**src/rtl/ibex_pkg.sv**
```systemverilog
// Shared types for the FPU writeback stage.
package ibex_pkg;

  typedef enum logic {
    FPU_DEST_FP  = 1'b0,
    FPU_DEST_INT = 1'b1
  } fpu_dest_e;

  typedef struct packed {
    fpu_dest_e   dest;
    logic [4:0]  rd_addr;
    logic [31:0] wdata;
    logic [4:0]  fflags;
  } fpu_wb_entry_t;

  localparam int unsigned FFLAG_NV = 4;
  localparam int unsigned FFLAG_DZ = 3;
  localparam int unsigned FFLAG_OF = 2;
  localparam int unsigned FFLAG_UF = 1;
  localparam int unsigned FFLAG_NX = 0;

endpackage

```
**src/rtl/ibex_fpu_wb_fifo.sv**
```systemverilog
// In-order buffer of FPU results with flush and per-slot valid bits.
module ibex_fpu_wb_fifo
  import ibex_pkg::*;
#(
  parameter int unsigned DEPTH = 2
) (
  input  logic          clk,
  input  logic          rst,
  input  logic          flush,
  input  logic          push,
  input  logic          pop,
  input  fpu_wb_entry_t din,
  output fpu_wb_entry_t head,
  output logic          empty,
  output logic          full,
  output logic [DEPTH-1:0] slot_valid,
  output fpu_wb_entry_t slots [DEPTH]
);

  localparam int unsigned PTR_W = $clog2(DEPTH);
  localparam int unsigned CNT_W = PTR_W + 1;

  fpu_wb_entry_t    mem [DEPTH];
  logic [PTR_W-1:0] rd_ptr;
  logic [PTR_W-1:0] wr_ptr;
  logic [CNT_W-1:0] count;

  always_ff @(posedge clk) begin
    if (rst || flush) begin
      rd_ptr <= '0;
      wr_ptr <= '0;
      count  <= '0;
    end else begin
      if (push) wr_ptr <= wr_ptr + 1'b1;
      if (pop)  rd_ptr <= rd_ptr + 1'b1;
      count <= count + CNT_W'(push) - CNT_W'(pop);
    end
  end

  always_ff @(posedge clk) begin
    if (push && !rst && !flush) mem[wr_ptr] <= din;
  end

  assign head  = mem[rd_ptr];
  assign empty = (count == '0);
  assign full  = (count == CNT_W'(DEPTH));
  assign slots = mem;

  // A slot is live when its distance from the read pointer is below count.
  always_comb begin
    slot_valid = '0;
    for (int i = 0; i < DEPTH; i++) begin
      logic [PTR_W-1:0] off;
      off = PTR_W'(i) - rd_ptr;
      slot_valid[i] = ({1'b0, off} < count);
    end
  end

endmodule

```
**src/rtl/ibex_fpu_wb_stage.sv**
```systemverilog
// FPU writeback: buffers results, retires to FP/INT regfiles, accrues fflags.
module ibex_fpu_wb_stage
  import ibex_pkg::*;
#(
  parameter int unsigned DEPTH = 2
) (
  input  logic        clk_i,
  input  logic        rst_i,
  input  logic        in_valid_i,
  output logic        in_ready_o,
  input  logic        in_dest_i,
  input  logic [4:0]  in_rd_addr_i,
  input  logic [31:0] in_wdata_i,
  input  logic [7:0]  in_status_i,
  input  logic        int_wb_busy_i,
  input  logic        flush_i,
  input  logic        csr_fflags_we_i,
  input  logic [4:0]  csr_fflags_wdata_i,
  output logic [31:0] fp_regfile_wdata_o,
  output logic [4:0]  fp_regfile_addr_o,
  output logic        fp_regfile_write_o,
  output logic [31:0] int_regfile_wdata_o,
  output logic [4:0]  int_regfile_addr_o,
  output logic        int_regfile_write_o,
  output logic [4:0]  fflags_o,
  output logic [31:0] fp_pending_o
);

  fpu_wb_entry_t    in_entry;
  fpu_wb_entry_t    head;
  fpu_wb_entry_t    slots [DEPTH];
  logic [DEPTH-1:0] slot_valid;
  logic             empty;
  logic             full;
  logic             push;
  logic             retire;
  logic             head_fp;
  logic [4:0]       ret_flags;
  logic [4:0]       fflags_q;
  logic             unused_status;

  assign unused_status = ^in_status_i[7:5];

  assign in_entry = '{
    dest:    fpu_dest_e'(in_dest_i),
    rd_addr: in_rd_addr_i,
    wdata:   in_wdata_i,
    fflags:  in_status_i[4:0]
  };

  assign in_ready_o = !full;
  assign push       = in_valid_i && !full;

  ibex_fpu_wb_fifo #(
    .DEPTH (DEPTH)
  ) u_fifo (
    .clk        (clk_i),
    .rst        (rst_i),
    .flush      (flush_i),
    .push       (push),
    .pop        (retire),
    .din        (in_entry),
    .head       (head),
    .empty      (empty),
    .full       (full),
    .slot_valid (slot_valid),
    .slots      (slots)
  );

  // An INT head waits for the shared port and blocks everything behind it.
  assign head_fp = (head.dest == FPU_DEST_FP);
  assign retire  = !rst_i && !empty && (head_fp || !int_wb_busy_i);

  assign fp_regfile_write_o  = retire && head_fp;
  assign int_regfile_write_o = retire && !head_fp && (head.rd_addr != 5'd0);

  assign fp_regfile_addr_o   = fp_regfile_write_o ? head.rd_addr : '0;
  assign fp_regfile_wdata_o  = fp_regfile_write_o ? head.wdata : '0;
  assign int_regfile_addr_o  = int_regfile_write_o ? head.rd_addr : '0;
  assign int_regfile_wdata_o = int_regfile_write_o ? head.wdata : '0;

  assign ret_flags = retire ? head.fflags : '0;

  always_ff @(posedge clk_i) begin
    if (rst_i) begin
      fflags_q <= '0;
    end else begin
      fflags_q <= (csr_fflags_we_i ? csr_fflags_wdata_i : fflags_q) | ret_flags;
    end
  end

  assign fflags_o = fflags_q;

  always_comb begin
    fp_pending_o = '0;
    for (int i = 0; i < DEPTH; i++) begin
      if (slot_valid[i] && slots[i].dest == FPU_DEST_FP) begin
        fp_pending_o[slots[i].rd_addr] = 1'b1;
      end
    end
  end

endmodule

```
**config.mk**
```make
export PLATFORM = sky130hd
export DESIGN_NAME = ibex_fpu_wb_stage
export DESIGN_NICKNAME = d
export VERILOG_FILES = /design/src/rtl/ibex_pkg.sv /design/src/rtl/ibex_fpu_wb_fifo.sv /design/src/rtl/ibex_fpu_wb_stage.sv
export SDC_FILE = /design/constraint.sdc
export NUM_CORES = 1
export LEC_CHECK = 0
export ABC_CLOCK_PERIOD_IN_PS = 11550
export BUFFER_PORTS_ARGS = -buffer_cell sky130_fd_sc_hd__buf_2
export CAP_MARGIN = 10
export CORE_MARGIN = 2
export CORE_UTILIZATION = 53
export CTS_CLUSTER_DIAMETER = 200
export DETAILED_ROUTE_END_ITERATION = 8
export PLACE_DENSITY = 0.92
export SYNTH_ARGS = -nofsm -noshare
export SYNTH_HDL_FRONTEND = slang
export SYNTH_SLANG_ARGS = --single-unit
```
**constraint.sdc**
```tcl
create_clock -name clk_i -period 11.55 [get_ports clk_i]
set_input_delay 2.31 -clock clk_i [delete_from_list [all_inputs] [get_ports clk_i]]
set_output_delay 2.31 -clock clk_i [all_outputs]
set_load 0.05 [all_outputs]
```
==> results_dict.tcl <==
set metrics [dict create \
    status "finished, final reports clean" \
    finalNonFillerCells 616 \
    cts_buffers 9 \
    clk_path_buf_depth 2 \
    hold_path.class "register to register" \
    clock_latency_ns 0.35 \
    leakagePower_nw 2.25 \
    grt_pass1_wl_mm 15.7 \
    slowest_delay_ns 0.32 \
    p_per_area_nw_per_um2 125 \
    synthTopCellsByCount "edfxtp_1 (86), nor2_1 (51), mux2i_1 (42)" \
    vias 3538 \
    timing.hold.ws_ns 0.523 \
    placedInstanceArea_um2 5270 \
    final_area_um2 5490 \
    synth_most_common_cell "edfxtp_1" \
    cp_slowest_cell "buf_2" \
    place_hpwl_mm 7.01 \
    fmax_mhz 166 \
    yosys_most_used_dff "edfxtp_1" \
    cp-start-kind "input pin" \
    yosysWarnings 0 \
    drt_iter0_markers 172 \
    via_per_inst 5.74 \
    r2r_slack_ns 8.76 \
    drc 0 \
    h-tree-depth 3 \
    synthToLayoutAreaGrowth_pct 24.6 \
    cp.depth 6 \
    synth_edf_count 86 \
    wl_per_cell_um 17.0 \
    fin_crit_ns 6.04 \
    grt_setup_unrepaired "no" \
    cts_tree "done" \
    die_w_um 95.1 \
    setup.worst_path.start "rst_i" \
    yosysTopAreaCell "edfxtp_1" \
    synthTopCellsByArea "edfxtp_1 (59%), mux2i_1 (9.6%), o22ai_1 (4.5%)" \
    ys_seq_elements 95 \
    fin_ws_ns 5.51 \
    clk_pin_slew_ns 0.10 \
    final_hold_viol_count 0 \
    crit_top_cell "buf_2" \
    path_class "input pin to output port" \
    crit_end "int_regfile_wdata_o[20]" \
    drv_slew 0 \
    maxSlewHeadroom_pct 30.0 \
    yosysSeqAreaShare_pct 62.8 \
    r2r_end "u_fifo.count[1]" \
    cp_cell_sequence "buf_2 > o21ba_2 > nand3b_1 > buf_4 > nor3_1 > buf_2" \
    grt_pass1_vias 3246 \
    grt_max_degree 50 \
    finalSetupViolations 0 \
    antennaDiodeCount 0 \
    dp.cells 600 \
    period_share_pct 52.3 \
    critPathTopFamily "buffers and inverters" \
    r2r-start "u_fifo.rd_ptr" \
    critPathBufInv 3 \
    antenna_found_initial 0 \
    first_pass_iters 5 \
    n_fill_cell 569 \
    dieHeight_um 95.1 \
    postSynth.asyncResetShare_pct 0 \
    ant_nets 0 \
    cap_viol_max_count 0 \
    synthDistinctLibCells 41 \
    endpoint_kind "output port" \
    drive_gt1_share_pct 40.3 \
    drt_wl_total_mm 10.5 \
    crit_path_max_fanout 38 \
    initial_core_util_pct 54.1 \
    die_area_um2 9050 \
    synth_fp_nets 407 \
    irDropWorstVdd_mv 0.108 \
    cts.sinks 95 \
    netlist_area_um2 4400 \
    fin_worst_skew_ns 0.0150 \
    cp.required_ns 9.24 \
    ios 171 \
    cts_resized 0 \
    place.gp.congestion 0.799 \
    cp.arrival_ns 3.73 \
    place_ws_ns 5.53 \
    post_cts.repair.setup_buffers 0 \
    fp-row-count 33 \
    syn_area_per_cell_um2 12.6 \
    port_buffers 167 \
    hold_buffers 0 \
    synth_cells 348 \
    max_slew.worst_pin.slew_ns 1.05 \
    yosysTopAreaCellShare_pct 58.7 \
    grt_use_total_pct 22.7 \
    grt_overflow 0 \
    root_buffer "clkbuf_8" \
    reg2regPathDepth 9 \
    final_nets 565 \
    core_area_um2 8130 \
    setup_tns_ns 0 \
]
==> metrics by stage <==
step	util (%)	power (W)
final	67.5	0.000684
after floorplan	-	0.000442
after CTS	67.5	0.000686
after global routing	67.5	0.000708
after detailed placement	64.8	0.000465
after global placement	64.8	0.000462
==> cell usage in the layout, fill, tap and decap left out, types with 2 or more instances in the layout <==
master	synthesis	final
buf_2	10	167
inv_6	0	2
nor2_1	51	51
o21ai_1	2	2
or3_4	2	2
ha_1	2	2
nor3b_1	2	2
a2bb2o_1	5	5
nand3b_1	7	7
a21oi_1	3	3
mux2i_1	42	42
dfxtp_1	9	8
edfxtp_1	86	86
or3b_2	4	4
inv_1	6	6
nand3_1	3	3
or3_1	2	2
o22ai_1	32	32
nor3_1	35	35
mux2_2	6	6
buf_4	2	4
and2_1	2	2
nand2_1	7	7
clkbuf_8	0	9
nor2b_1	2	2
==> layer usage <==
layer | up-vias | global-route usage [%] | wire (um)
li1 | 1647 | - | -
met1 | 1689 | 27.2 | 4190
met2 | 184 | 40.4 | 5360
met3 | 18 | 5.53 | 789
met4 | 0 | 7.25 | 146
met5 | - | 0 | 0
==> where the power goes <==
| part | switching [W] | internal (W) |
|---|---|---|
| clock | 0.000122 | 0.000105 |
| combinational | 0.0000474 | 0.0000216 |
| sequential | 0.00000446 | 0.000383 |
| total | 0.000174 | 0.000510 |
==> sequential cells by signal, summed over array words and instances (netlist names) <==
register / cells
fflags_o: 5
u_fifo.slots: 86
u_fifo.rd_ptr: 1
u_fifo.count: 2
u_fifo.wr_ptr: 1
==> cells by family (layout without fill, tap and decap cells) <==
| kind of cell | count (synthesis) | after routing | share of synthesized area [%] |
|---|---|---|---|
| simple gates | 122 | 122 | 13.7 |
| flops | 95 | 95 | 62.8 |
| compound gates | 50 | 50 | 8.10 |
| mux | 48 | 48 | 11.1 |
| buf+inv | 30 | 193 | 3.55 |
| fa+ha+maj | 2 | 2 | 0.568 |
| xor+xnor | 1 | 1 | 0.199 |
==> worst reg2reg max path, cell delays in order (launching register included) <==
cell     delay [ns]
dfxtp_2        0.32
buf_4          0.58
mux2_2         0.44
a21oi_1        0.44
ha_1           0.32
inv_1          0.07
ha_1           0.15
xor2_1         0.17
nor2_1         0.06
nor3_1         0.17
==> layout make-up <==
cell class / instances / area (um2) / share of cell area [%]
well taps: 105 / 131 / 2.39
repair buffers: 171 / 866 / 15.8
clock buffers: 9 / 124 / 2.26
multi-input cells: 223 / 1490 / 27.2
clock inverters: 7 / 88.8 / 1.62
flip-flops and latches: 95 / 2760 / 50.4
inverters: 6 / 22.5 / 0.410
==> worst min-delay path by stage <==
stage,slack (ns),cells after the start,to,startpoint
floorplan,0.46,2,u_fifo.wr_ptr,u_fifo.wr_ptr
global placement,0.49,2,u_fifo.wr_ptr,u_fifo.wr_ptr
detailed placement,0.51,2,u_fifo.wr_ptr,u_fifo.wr_ptr
CTS,0.53,2,u_fifo.wr_ptr,u_fifo.wr_ptr
global route,0.57,2,u_fifo.wr_ptr,u_fifo.wr_ptr
finish,0.52,2,u_fifo.wr_ptr,u_fifo.wr_ptr
Power figures use the tool's default switching activity.
